--- config.mk ---
export PLATFORM = sky130hd
export DESIGN_NAME = imm_ext_unit_flat
export DESIGN_NICKNAME = d
export VERILOG_FILES = /design/src/rtl/imm_ext_unit_if.sv /design/src/rtl/imm_ext_unit.sv /design/src/flat_wrapper.sv
export SDC_FILE = /design/constraint.sdc
export NUM_CORES = 1
export LEC_CHECK = 0
export BUFFER_PORTS_ARGS = -buffer_cell sky130_fd_sc_hd__clkbuf_2
export CAP_MARGIN = 20
export CORE_MARGIN = 1.5
export CORE_UTILIZATION = 60
export DETAILED_ROUTE_END_ITERATION = 8
export PLACE_DENSITY_LB_ADDON = 0.25
export SYNTH_ARGS = -nofsm -noshare
export SYNTH_HDL_FRONTEND = slang
export SYNTH_SLANG_ARGS = --single-unit
--- constraint.sdc ---
create_clock -name clk -period 5.1 [get_ports clk]
set_input_delay 1.02 -clock clk [delete_from_list [all_inputs] [get_ports clk]]
set_output_delay 1.02 -clock clk [all_outputs]
set_load 0.005 [all_outputs]
--- src/rtl/imm_ext_unit_if.sv ---
// imm_ext_unit_if: valid/ready bundle between decode, the immediate generator and execute.
interface imm_ext_unit_if #(parameter int XLEN = 32);
   logic            in_valid;
   logic            in_ready;
   logic [24:0]     inst;
   logic [2:0]      imm_sel;
   logic            out_valid;
   logic            out_ready;
   logic [XLEN-1:0] imm;
   logic            out_illegal;
   logic [7:0]      err_cnt;
   modport master (output in_valid, inst, imm_sel, out_ready,
                   input  in_ready, out_valid, imm, out_illegal, err_cnt);
   modport slave  (input  in_valid, inst, imm_sel, out_ready,
                   output in_ready, out_valid, imm, out_illegal, err_cnt);
endinterface

--- src/rtl/imm_ext_unit.sv ---
// imm_ext_unit: registered RISC-V immediate generator behind a 2-entry valid/ready buffer.
// Define IMM_ERRCNT_EN to build the saturating illegal-select counter on err_cnt.
module imm_ext_unit #(parameter int XLEN = 32) (
   input logic           clk,
   input logic           rst_n,
   imm_ext_unit_if.slave bus
);
   logic            s;
   logic [31:0]     imm32;
   logic [XLEN-1:0] imm_d;
   logic            ill_d;
   logic [XLEN:0]   mem_q [2];
   logic            head_q;
   logic [1:0]      cnt_q;
   logic            tail;
   logic            push;
   logic            pop;
   assign s = bus.inst[24];
   assign ill_d = bus.imm_sel[2] & bus.imm_sel[1];
   // Every format is built as a 32-bit value and then sign-extended; Z and illegal keep bit 31 clear.
   assign imm32 = bus.imm_sel == 3'd0 ? {{20{s}}, bus.inst[24:13]} :
                  bus.imm_sel == 3'd1 ? {{20{s}}, bus.inst[0], bus.inst[23:18], bus.inst[4:1], 1'b0} :
                  bus.imm_sel == 3'd2 ? {{20{s}}, bus.inst[24:18], bus.inst[4:0]} :
                  bus.imm_sel == 3'd3 ? {{12{s}}, bus.inst[12:5], bus.inst[13], bus.inst[23:14], 1'b0} :
                  bus.imm_sel == 3'd4 ? {bus.inst[24:5], 12'b0} :
                  bus.imm_sel == 3'd5 ? {27'b0, bus.inst[12:8]} : 32'd0;
   assign imm_d = XLEN'($signed(imm32));
   assign bus.in_ready  = cnt_q != 2'd2;
   assign bus.out_valid = cnt_q != 2'd0;
   assign push = bus.in_valid && bus.in_ready;
   assign pop  = bus.out_valid && bus.out_ready;
   assign tail = head_q ^ cnt_q[0];
   assign {bus.out_illegal, bus.imm} = bus.out_valid ? mem_q[head_q] : '0;
   always_ff @(posedge clk or negedge rst_n) begin
      if (!rst_n) begin
         cnt_q    <= 2'd0;
         head_q   <= 1'b0;
         mem_q[0] <= '0;
         mem_q[1] <= '0;
      end else begin
         if (push) mem_q[tail] <= {ill_d, imm_d};
         if (pop) head_q <= ~head_q;
         cnt_q <= cnt_q + {1'b0, push} - {1'b0, pop};
      end
   end
`ifdef IMM_ERRCNT_EN
   logic [7:0] err_q;
   always_ff @(posedge clk or negedge rst_n) begin
      if (!rst_n) err_q <= 8'd0;
      else if (push && ill_d && err_q != 8'hFF) err_q <= err_q + 8'd1;
   end
   assign bus.err_cnt = err_q;
`else
   assign bus.err_cnt = 8'd0;
`endif
endmodule
--- src/flat_wrapper.sv ---
// flat-port wrapper written by rule: the top's interface ports become plain ports
module imm_ext_unit_flat 
#(parameter int XLEN = 32)
  (clk, rst_n, bus_in_valid, bus_inst, bus_imm_sel, bus_out_ready, bus_in_ready, bus_out_valid, bus_imm, bus_out_illegal, bus_err_cnt);
  imm_ext_unit_if #(.XLEN(XLEN)) bus_i ();
  input logic clk;
  input logic rst_n;
  input wire logic [$bits(bus_i.in_valid)-1:0] bus_in_valid;
  input wire logic [$bits(bus_i.inst)-1:0] bus_inst;
  input wire logic [$bits(bus_i.imm_sel)-1:0] bus_imm_sel;
  input wire logic [$bits(bus_i.out_ready)-1:0] bus_out_ready;
  output wire logic [$bits(bus_i.in_ready)-1:0] bus_in_ready;
  output wire logic [$bits(bus_i.out_valid)-1:0] bus_out_valid;
  output wire logic [$bits(bus_i.imm)-1:0] bus_imm;
  output wire logic [$bits(bus_i.out_illegal)-1:0] bus_out_illegal;
  output wire logic [$bits(bus_i.err_cnt)-1:0] bus_err_cnt;
  assign bus_i.in_valid = bus_in_valid;
  assign bus_i.inst = bus_inst;
  assign bus_i.imm_sel = bus_imm_sel;
  assign bus_i.out_ready = bus_out_ready;
  assign bus_in_ready = bus_i.in_ready;
  assign bus_out_valid = bus_i.out_valid;
  assign bus_imm = bus_i.imm;
  assign bus_out_illegal = bus_i.out_illegal;
  assign bus_err_cnt = bus_i.err_cnt;
  imm_ext_unit #(.XLEN(XLEN)) u_core (.clk(clk), .rst_n(rst_n), .bus(bus_i));
endmodule
==> out/results.txt <==
Final Cycle Share: 67.73%
Seq/Total Area, Yosys: 45.34%
peak supply drop: 0.4247 mV
total of warnings raised by yosys: 0
Worst Setup EP: u_core.mem_q[11]$_DFFE_PN0P_
DR vias: 2,919
Startpoint Class: register
Clk Latency, worst-skew pair: 0.35 ns
die area: 0.006834 mm²
Worst-path clk slew: 0.07 ns
commonest non-fill, non-tap cell in the layout: dfrtp_1
clock sinks: 69
outcome: complete, no violations
dpl ws: 1.731 ns
Layout area overhead: 15.37%
Avg Synthesized Cell Area: 10.88 µm²
Root Buffer: clkbuf_8
register bit count reported by yosys: 69
CP Launch Point: u_core.head_q$_DFFE_PN0P_
max_slew headroom: 25.83%
ANT cells: 0
setup TNS: 0 ns
die width: 82.67 µm
post-CTS resize count: 0
Die Ht: 82.67 µm
EDFF count, synth: 0
Worst Path Max Fanout: 38
worst setup margin: 1.646 ns
Hold Crit Class: register to register
mapped cell area: 0.003809 mm²
Synth cell types: 33
grt total ovfl: 0
cts hold-fix bufs: 0
Avg WL per Cell: 17.28 µm
proportion of layout cells with a drive suffix above 1: 26.52%
Clock Skew: 0.003447 ns
Placer Congestion: 0.8909
setup slack, reg-to-reg: 1.65 ns
Hold Crit Start: u_core.mem_q[55]$_DFFE_PN0P_
Fmax: 0.2895 GHz
largest net degree at the start of global routing: 39
CP Data Arrival Time: 3.69 ns
Reg-to-Reg Start: u_core.head_q$_DFFE_PN0P_
vias in the first global route: 2,723
Max H-tree Level: 3
Worst Path Required: 5.33 ns
# Post-CTS Setup Buffers: 0
TritonCTS clock tree: built
Max Buffers Root-to-Sink: 2
Worst Max-Slew Pin Slew: 1.112 ns
fin. max-slew vios: 0
RSZ-0062 raised after global routing: false
CTS buffer count: 9
async set-reset flop share out of synthesis: 100.0%
I/O Pins: 75
Most used DFF post-synth: dfrtp_1
PortBufs: 66
post-synth top area share: 45.34%
detailed placement HPWL: 5524 µm
core footprint: 0.006026 mm²
Max Cap Viol: 0
CP Capture Type: register
Setup Crit Path Kind: register to register
commonest non-fill, non-tap cells in the layout: dfrtp_1 (68), clkbuf_2 (65), mux2i_1 (40), a31oi_1 (40), nor2_1 (34)
final hold vios: 0
RR Endpoint: u_core.mem_q[11]$_DFFE_PN0P_
FF-to-FF path depth: 4
post-detailed-route count of antenna-violating nets: 0
Total Routing Usage GR: 26.50%
largest area contributor in the netlist: dfrtp_1
# DRC: 0
initial drt markers: 215
final wirelength: 8396 µm
first-pass GRT wire length: 13,370 µm
DR pass1 iterations: 4
Leak: 2.216 nW
pwr dens: 632.0 mW/mm²
Post-Synthesis Cells: 350
minimum clock period: 3.454 ns
Via-to-Cell Ratio: 6.006
final setup vio count: 0
antenna violations before repair: 0
Initial Util: 63.21%
Final nets: 440
main area contributors after synthesis: dfrtp_1 (45%), mux2i_1 (11%), mux2_1 (7.1%), a31oi_1 (6.6%), mux2_4 (6.3%)
Cell Rows: 28
Yosys cell counts (2+ instances only):
library cell and n:
a21o_1 11, a31oi_1 40, and2_1 3, and3b_1 2, buf_1 2, buf_2 5
buf_4 9, buf_6 6, clkbuf_1 14, dfrtp_1 69, ha_1 2, inv_1 6
mux2_1 24, mux2_4 16, mux2i_1 40, nand2_1 6, nor2_1 35, nor2b_1 17
nor3_1 24, nor3b_1 3, or2_1 2, xnor2_1 3
metrics by stage:
step / total power (W) / util [%] / hold WS, ns / cell area, µm² / cells
floorplan: 0.001811 / - / 0.4574 / 3835 / 357
global placement: 0.002120 / 67.96 / 0.4661 / 4095 / 469
detailed placement: 0.002163 / 67.96 / 0.4741 / 4095 / 469
CTS: 0.002773 / 72.47 / 0.4906 / 4367 / 485
global route: 0.002973 / 72.92 / 0.4989 / 4394 / 486
finish: 0.002777 / 72.92 / 0.4875 / 4394 / 486
worst min-delay path by stage:
stage / slack, ns / end / cells after the start
after floorplan: 0.46 / u_core.mem_q[33]$_DFFE_PN0P_ / 1
after global placement: 0.47 / u_core.mem_q[63]$_DFFE_PN0P_ / 1
after detailed placement: 0.47 / u_core.mem_q[60]$_DFFE_PN0P_ / 1
after CTS: 0.49 / u_core.mem_q[44]$_DFFE_PN0P_ / 1
after global routing: 0.50 / u_core.mem_q[60]$_DFFE_PN0P_ / 1
final: 0.49 / u_core.mem_q[55]$_DFFE_PN0P_ / 1
cell type report:
| type | count | area (µm²) |
|---|---|---|
| multi-input combinational | 246 | 1868 |
| sequential | 69 | 1728 |
| fill | 425 | 1632 |
| timing repair buffer | 74 | 410.4 |
| clock buffer | 10 | 137.6 |
| clock inverter | 6 | 133.9 |
| tap | 75 | 93.84 |
| inverter | 6 | 22.52 |
cell families after synthesis:
group / after synthesis / share of synthesized area (%)
XOR/XNOR: 4 / 0.9200
other: 1 / 0.09846
multiplexers: 80 / 23.92
AO/OA/AOI/OAI: 54 / 9.264
flip-flops: 69 / 45.34
AND/OR/NAND/NOR: 98 / 13.44
buffers and inverters: 42 / 6.373
adder cells (fa/ha/maj): 2 / 0.6569
critical path, stage by stage, from the launching register on:
cell and delay (ns):
dfrtp_2 1.08, and4bb_1 0.65, or2_1 0.80, buf_4 0.41
mux2_4 0.33
report_power, final:
part           internal (W)  switching [W]
Combinational      0.000624       0.000539
Sequential         0.000799       0.000212
Clock              0.000388       0.000216
metal layers:
| metal | GRT usage [%] | wire length (µm) | vias up |
|---|---|---|---|
| met5 | 0 | 0 | - |
| met4 | 11.50 | 64 | 0 |
| met3 | 4.286 | 489 | 9 |
| met2 | 40.89 | 4078 | 133 |
| met1 | 36.92 | 3764 | 1432 |
| li1 | - | - | 1345 |
state kept, by name, summed over array words and instances, names as in the netlist:
| signal | flops |
|---|---|
| u_core.head_q | 1 |
| u_core.mem_q | 66 |
| u_core.cnt_q | 2 |
No activity file was read; power rests on OpenSTA's default activity.
